`src/rtl/spi_mem_target_if.sv`:
```
// ----------------------------------------------------------------------------
// spi_mem_target_if
// Serial-pin bundle between an SPI initiator and the spi_mem_target responder.
//   sclk    : SPI clock (initiator -> target), async to the target's clk
//   cs_n    : chip select, active-low (initiator -> target)
//   mosi    : serial data towards the target
//   miso    : serial data from the target
//   miso_oe : target is selected and driving miso
//   busy    : target has a transaction in progress
//   cmd_err : one-cycle pulse on an unsupported command byte
// Modports: master = initiator side, slave = target side.
// ----------------------------------------------------------------------------
interface spi_mem_target_if;
  logic sclk;
  logic cs_n;
  logic mosi;
  logic miso;
  logic miso_oe;
  logic busy;
  logic cmd_err;

  modport master (
    output sclk, cs_n, mosi,
    input  miso, miso_oe, busy, cmd_err
  );

  modport slave (
    input  sclk, cs_n, mosi,
    output miso, miso_oe, busy, cmd_err
  );
endinterface

```
`src/rtl/spi_mem_target.sv`:
```
// ----------------------------------------------------------------------------
// spi_mem_target
// SPI mode-0, MSB-first responder emulating a small byte-addressable RAM.
// Commands: 0x03 READ, 0x02 WRITE, each followed by a 16-bit address; only the
// low DEPTH_BITS address bits select a byte. All SPI pins are oversampled in
// the clk domain.
// Ports:
//   clk   : system clock
//   rst_n : asynchronous active-low reset (clears state and storage)
//   spi   : slave modport of spi_mem_target_if (sclk, cs_n, mosi in;
//           miso, miso_oe, busy, cmd_err out, all registered)
// ----------------------------------------------------------------------------
module spi_mem_target #(
  parameter int DEPTH_BITS = 6
) (
  input  logic            clk,
  input  logic            rst_n,
  spi_mem_target_if.slave spi
);

  localparam int DEPTH = 1 << DEPTH_BITS;
  localparam logic [DEPTH_BITS-1:0] PTR_ONE = {{(DEPTH_BITS-1){1'b0}}, 1'b1};

  typedef enum logic [2:0] {
    ST_IDLE    = 3'd0,
    ST_CMD     = 3'd1,
    ST_ADDR_HI = 3'd2,
    ST_ADDR_LO = 3'd3,
    ST_RD_DATA = 3'd4,
    ST_WR_DATA = 3'd5,
    ST_IGNORE  = 3'd6
  } state_t;

  // Synchronizer and edge-detect flops
  logic sclk_q1_r, sclk_q2_r, sclk_q3_r;
  logic cs_q1_r, cs_q2_r, cs_q3_r;
  logic mosi_q1_r, mosi_q2_r;

  // Protocol state
  state_t                state_r;
  logic [2:0]            bit_cnt_r;
  logic [6:0]            rx_shift_r;   // only 7 bits kept; the 8th is mosi itself
  logic [7:0]            tx_shift_r;
  logic [DEPTH_BITS-1:0] addr_sr_r;    // low address bits shifted in over both address bytes
  logic [DEPTH_BITS-1:0] ptr_r;
  logic                  read_cmd_r;
  logic                  load_r;       // fetch mem[ptr] into tx_shift_r on this cycle
  logic [7:0]            mem_r [DEPTH];

  // Registered outputs
  logic miso_r, miso_oe_r, busy_r, cmd_err_r;

  logic                  sclk_rise_s;
  logic                  sclk_fall_s;
  logic                  cs_fall_s;
  logic [7:0]            byte_s;
  logic                  byte_done_s;
  logic [DEPTH_BITS-1:0] addr_next_s;

  assign sclk_rise_s = sclk_q2_r & ~sclk_q3_r;
  assign sclk_fall_s = ~sclk_q2_r & sclk_q3_r;
  assign cs_fall_s   = cs_q3_r & ~cs_q2_r;
  assign byte_s      = {rx_shift_r, mosi_q2_r};
  assign byte_done_s = sclk_rise_s && (bit_cnt_r == 3'd7) && (state_r != ST_IDLE);
  assign addr_next_s = {addr_sr_r[DEPTH_BITS-2:0], mosi_q2_r};

  assign spi.miso    = miso_r;
  assign spi.miso_oe = miso_oe_r;
  assign spi.busy    = busy_r;
  assign spi.cmd_err = cmd_err_r;

  // Two-stage synchronizers for all pins plus one extra stage for edge detection
  always_ff @(posedge clk or negedge rst_n) begin
    if (!rst_n) begin
      sclk_q1_r <= 1'b0;
      sclk_q2_r <= 1'b0;
      sclk_q3_r <= 1'b0;
      cs_q1_r   <= 1'b1;
      cs_q2_r   <= 1'b1;
      cs_q3_r   <= 1'b1;
      mosi_q1_r <= 1'b0;
      mosi_q2_r <= 1'b0;
    end else begin
      sclk_q1_r <= spi.sclk;
      sclk_q2_r <= sclk_q1_r;
      sclk_q3_r <= sclk_q2_r;
      cs_q1_r   <= spi.cs_n;
      cs_q2_r   <= cs_q1_r;
      cs_q3_r   <= cs_q2_r;
      mosi_q1_r <= spi.mosi;
      mosi_q2_r <= mosi_q1_r;
    end
  end

  // Transaction FSM, shift registers, pointer, storage and output registers
  always_ff @(posedge clk or negedge rst_n) begin
    if (!rst_n) begin
      state_r    <= ST_IDLE;
      bit_cnt_r  <= 3'd0;
      rx_shift_r <= 7'd0;
      tx_shift_r <= 8'h00;
      addr_sr_r  <= {DEPTH_BITS{1'b0}};
      ptr_r      <= {DEPTH_BITS{1'b0}};
      read_cmd_r <= 1'b0;
      load_r     <= 1'b0;
      miso_r     <= 1'b0;
      miso_oe_r  <= 1'b0;
      busy_r     <= 1'b0;
      cmd_err_r  <= 1'b0;
      for (int i = 0; i < DEPTH; i++) begin
        mem_r[i] <= 8'h00;
      end
    end else begin
      cmd_err_r <= 1'b0;
      miso_oe_r <= ~cs_q2_r;

      if (cs_q2_r) begin
        // Deselect has priority over any sclk edge in the same cycle, so a
        // partial byte is dropped and never written.
        state_r   <= ST_IDLE;
        busy_r    <= 1'b0;
        bit_cnt_r <= 3'd0;
        load_r    <= 1'b0;
        miso_r    <= 1'b0;
      end else begin
        if (load_r) begin
          tx_shift_r <= mem_r[ptr_r];
          ptr_r      <= ptr_r + PTR_ONE;
          load_r     <= 1'b0;
        end

        if ((state_r != ST_IDLE) && sclk_rise_s) begin
          rx_shift_r <= byte_s[6:0];
          bit_cnt_r  <= bit_cnt_r + 3'd1;
        end

        if (state_r == ST_RD_DATA) begin
          if (sclk_fall_s) begin
            miso_r     <= tx_shift_r[7];
            tx_shift_r <= {tx_shift_r[6:0], 1'b0};
          end
        end else begin
          miso_r <= 1'b0;
        end

        case (state_r)
          ST_IDLE: begin
            if (cs_fall_s) begin
              state_r   <= ST_CMD;
              busy_r    <= 1'b1;
              bit_cnt_r <= 3'd0;
            end
          end
          ST_CMD: begin
            if (byte_done_s) begin
              if ((byte_s == 8'h02) || (byte_s == 8'h03)) begin
                read_cmd_r <= byte_s[0];
                state_r    <= ST_ADDR_HI;
              end else begin
                cmd_err_r <= 1'b1;
                state_r   <= ST_IGNORE;
              end
            end
          end
          ST_ADDR_HI: begin
            if (sclk_rise_s) begin
              addr_sr_r <= addr_next_s;
            end
            if (byte_done_s) begin
              state_r <= ST_ADDR_LO;
            end
          end
          ST_ADDR_LO: begin
            if (sclk_rise_s) begin
              addr_sr_r <= addr_next_s;
            end
            if (byte_done_s) begin
              ptr_r <= addr_next_s;
              if (read_cmd_r) begin
                state_r <= ST_RD_DATA;
                load_r  <= 1'b1;
              end else begin
                state_r <= ST_WR_DATA;
              end
            end
          end
          ST_RD_DATA: begin
            if (byte_done_s) begin
              load_r <= 1'b1;
            end
          end
          ST_WR_DATA: begin
            if (byte_done_s) begin
              mem_r[ptr_r] <= byte_s;
              ptr_r        <= ptr_r + PTR_ONE;
            end
          end
          ST_IGNORE: begin
            state_r <= ST_IGNORE;
          end
          default: begin
            state_r <= ST_IDLE;
            busy_r  <= 1'b0;
          end
        endcase
      end
    end
  end

endmodule

```
`src/flat_wrapper.sv`:
```
// flat-port wrapper written by rule: the top's interface ports become plain ports
module spi_mem_target_flat 
#(
  parameter int DEPTH_BITS = 6
)
  (clk, rst_n, spi_sclk, spi_cs_n, spi_mosi, spi_miso, spi_miso_oe, spi_busy, spi_cmd_err);
  spi_mem_target_if spi_i ();
  input  logic clk;
  input  logic rst_n;
  input wire logic [$bits(spi_i.sclk)-1:0] spi_sclk;
  input wire logic [$bits(spi_i.cs_n)-1:0] spi_cs_n;
  input wire logic [$bits(spi_i.mosi)-1:0] spi_mosi;
  output wire logic [$bits(spi_i.miso)-1:0] spi_miso;
  output wire logic [$bits(spi_i.miso_oe)-1:0] spi_miso_oe;
  output wire logic [$bits(spi_i.busy)-1:0] spi_busy;
  output wire logic [$bits(spi_i.cmd_err)-1:0] spi_cmd_err;
  assign spi_i.sclk = spi_sclk;
  assign spi_i.cs_n = spi_cs_n;
  assign spi_i.mosi = spi_mosi;
  assign spi_miso = spi_i.miso;
  assign spi_miso_oe = spi_i.miso_oe;
  assign spi_busy = spi_i.busy;
  assign spi_cmd_err = spi_i.cmd_err;
  spi_mem_target #(.DEPTH_BITS(DEPTH_BITS)) u_core (.clk(clk), .rst_n(rst_n), .spi(spi_i));
endmodule
```
`config.mk`:
```
export PLATFORM = sky130hd
export DESIGN_NAME = spi_mem_target_flat
export DESIGN_NICKNAME = d
export VERILOG_FILES = /design/src/rtl/spi_mem_target_if.sv /design/src/rtl/spi_mem_target.sv /design/src/flat_wrapper.sv
export SDC_FILE = /design/constraint.sdc
export NUM_CORES = 1
export LEC_CHECK = 0
export CAP_MARGIN = 20
export CORE_ASPECT_RATIO = 0.6
export CORE_UTILIZATION = 30
export DETAILED_ROUTE_END_ITERATION = 7
export GPL_TIMING_DRIVEN = 1
export PLACE_DENSITY_LB_ADDON = 0.3
export SETUP_SLACK_MARGIN = 0.1
export SYNTH_ARGS = -nofsm -noshare
export SYNTH_HDL_FRONTEND = slang
export SYNTH_SLANG_ARGS = --single-unit
```
`constraint.sdc`:
```
create_clock -name clk -period 6.4 [get_ports clk]
set_clock_uncertainty 0.2 [all_clocks]
set_input_delay 1.28 -clock clk [delete_from_list [all_inputs] [get_ports clk]]
set_output_delay 1.28 -clock clk [all_outputs]
set_load 0.01 [all_outputs]
```
==> results.yml <==
worst_setup_path:
  crit_arrival_ps: 4360
  critPathKind: "flop to flop"
  cp.required_ps: 6730
  cp-start-kind: "flop"
  cp-end-kind: "flop"
  crit_fanout: 75
synthesis:
  avgSynthCellArea_um2: 13.8
  synthArstFlopShare_pct: 100
  synth-main-ff-cell: "dfrtp_1"
  netlist_top_cells_area: "dfrtp_1 53%, mux2_2 24%, mux4_2 4.2%"
  yosysTopAreaCell: "dfrtp_1"
  yosys_warnings: 0
  synth_cell_types: 79
  synthCells: 1894
  synth_seq_cells: 558
  synth-seq-area-share_pct: 53.5
  synth.most_common_cell: "dfrtp_1"
  synth_top_area_share_pct: 53.2
  syn_nets: 1902
  synth_edf_count: 0
  ys_top_cells_by_count: "555 x dfrtp_1, 551 x mux2_2, 82 x mux2i_1"
  syn_area_mm2: 0.0261
final_layout:
  area_delta_synth_final_pct: 11.9
  nets: 1855
  drive_gt1_share_pct: 42.4
  fillers: 8337
  multi_input_area_mm2: 0.0115
  final-seq-area_mm2: 0.0140
cts:
  cts-root-buf: "clkbuf_16"
  path_clk_slew_ps: 80
  clk_latency_ps: 610
  cts_resized: 0
  numCtsBuffers: 51
  post-cts-setup-buffers: 0
  cts.htree.levels: 2
  cts_tree: "done"
  cts_hold_buf: 0
  clock_sinks: 558
  clock_path_buffers: 3
sta:
  min_period_ps: 4040
  fin_ws_ps: 2360
  hold_violations: 0
  drv_slew: 0
  rsz0062_at_grt: "no"
  max_freq_mhz: 248
  tightest_slew_ps: 1230
  period_share_pct: 63.1
  slew_headroom_pct: 18.1
  finalSetupViolations: 0
  fin_tns_setup_ps: 0
grt:
  grt_pass1_vias: 16893
  antenna_found_initial: 4
  overflow: 0
  grt.total_usage_pct: 18.2
  grt_max_degree: 149
  grt_pass1_wl_um: 120000
route:
  post-route-drc-count: 0
  drtIter0Drc: 1661
  dr.pass1.iters: 7
  num_vias: 16699
  ant_nets: 0
  wl_per_cell_um: 26.5
  routed_wl_um: 80500
  routed_via_density: 5.50
pwr:
  p_per_area_mw_per_mm2: 270
  p_leak_nw: 13.7
  ir_drop_uv: 247
worst_hold_path:
  hp-class: "flop to flop"
status:
  status: "complete, no violations"
floorplan:
  floorplan.core_area_mm2: 0.0859
  io_pins: 9
  die_h_um: 231
  start_util_pct: 30.4
  rows: 83
  die_x_um: 383
  dieArea_mm2: 0.0883
place:
  io_buffer_count: 8
  dp_hpwl_um: 51900
  place_congestion: 0.893
  place_ws_ps: 2530
job:
  max_cap_viol_count: 0
==> sequential cells by signal (all words and copies together) (netlist names), 3 cells and up <==
name,flops
u_core.ptr_r,6
u_core.addr_sr_r,5
u_core.bit_cnt_r,3
u_core.rx_shift_r,7
u_core.tx_shift_r,8
u_core.state_r,3
u_core.mem_r,512
==> routing by layer <==
metal / global-route usage, % / routed length (um) / part of all wire (%)
met5: 0 / 0 / 0
met4: 3.69 / 1580 / 2.0
met3: 5.64 / 7490 / 9.3
met1: 29.2 / 40900 / 51
met2: 23.2 / 30500 / 38
==> layout make-up <==
cell class,instances,area share (%)
Antenna cell,3,0.0257
Clock buffer,70,5.10
Clock inverter,24,1.39
Inverter,9,0.116
Multi-Input combinational cell,1185,39.2
Sequential cell,558,47.9
Tap cell,1147,4.91
Timing Repair Buffer,42,1.42
==> layout by cell type (no fill, tap or decap), types with 6 or more instances in the layout <==
cell type        netlist  layout
mux2_2               551     551
dfrtp_1              555     544
mux2i_1               82      82
nand2_1               61      61
clkbuf_16              0      53
a22oi_1               49      49
mux4_2                49      49
nor2_1                39      38
a21oi_1               34      34
a221oi_1              29      29
buf_4                 16      26
o21ai_0               25      25
nand2_2               24      24
nand3_1               19      19
o22ai_1               18      18
nor2_2                16      17
and3b_1               13      13
bufinv_16              0      11
nand2b_1              10      10
clkbuf_8               0      10
a22o_1                 9       9
a221o_1                9       9
a31oi_1                9       9
clkinv_2               0       9
a211oi_1               8       8
inv_1                  7       7
nor2b_1                8       7
o22a_1                 7       7
mux2_1                 7       7
clkbuf_1              76       7
clkdlybuf4s50_1        0       7
dfrtp_2                0       7
nor4_1                 6       6
and3_1                 6       6
buf_12                 0       6
==> cell families (layout without fill, tap and decap cells) <==
kind of cell,count (synthesis),after routing,synth area share (%)
AO/OA/AOI/OAI,233,233,6.43
multiplexers,689,689,31.4
other,0,3,0
AND/OR/NAND/NOR,254,254,5.60
adder cells (fa/ha/maj),3,3,0.144
flip-flops,558,558,53.5
buffers and inverters,151,145,2.73
XOR/XNOR,6,6,0.201
==> report_power, final <==
group | switching (mW) | internal (mW)
Clock | 1.44 | 2.07
Combinational | 0.551 | 0.146
Sequential | 0.141 | 3.56
==> through the flow <==
stage / power [mW] / area [um2] / std cells / utilization (%) / hold slack, ps
2_1_floorplan: 4.10 / 26100 / 1894 / - / 131
3_3_place_gp: 4.44 / 27300 / 2939 / 31.8 / 137
3_5_place_dp: 4.46 / 27300 / 2940 / 31.8 / 140
4_1_cts: 7.97 / 29200 / 3034 / 34.0 / 148
5_1_grt: 8.17 / 29200 / 3035 / 34.0 / 155
6_report: 7.90 / 29200 / 3038 / 34.0 / 145
==> worst paths after layout <==
check | startpoint | end | slack [ps] | cells past startpoint
setup / recovery | u_core.ptr_r[0] | u_core.tx_shift_r[5] | 2360 | 8
hold / removal | u_core.sclk_q1_r | u_core.sclk_q2_r | 150 | 0
setup reg to reg | u_core.ptr_r[0] | u_core.tx_shift_r[5] | 2360 | 8
hold reg to reg | u_core.sclk_q1_r | u_core.sclk_q2_r | 150 | 0
max in group asynchronous | rst_n | u_core.ptr_r[2] | 4480 | 2
min in group asynchronous | rst_n | u_core.mem_r[457] | 330 | 1
==> worst max-delay path, cell delays in order (launching register included) <==
cell      delay [ps]
dfrtp_4          570
buf_12           250
nor2b_1         1000
buf_4            370
a221oi_1         110
o21ai_0          700
a21oi_1          250
and4b_1          260
o21ai_0          140
(Power assumes the default switching activity.)
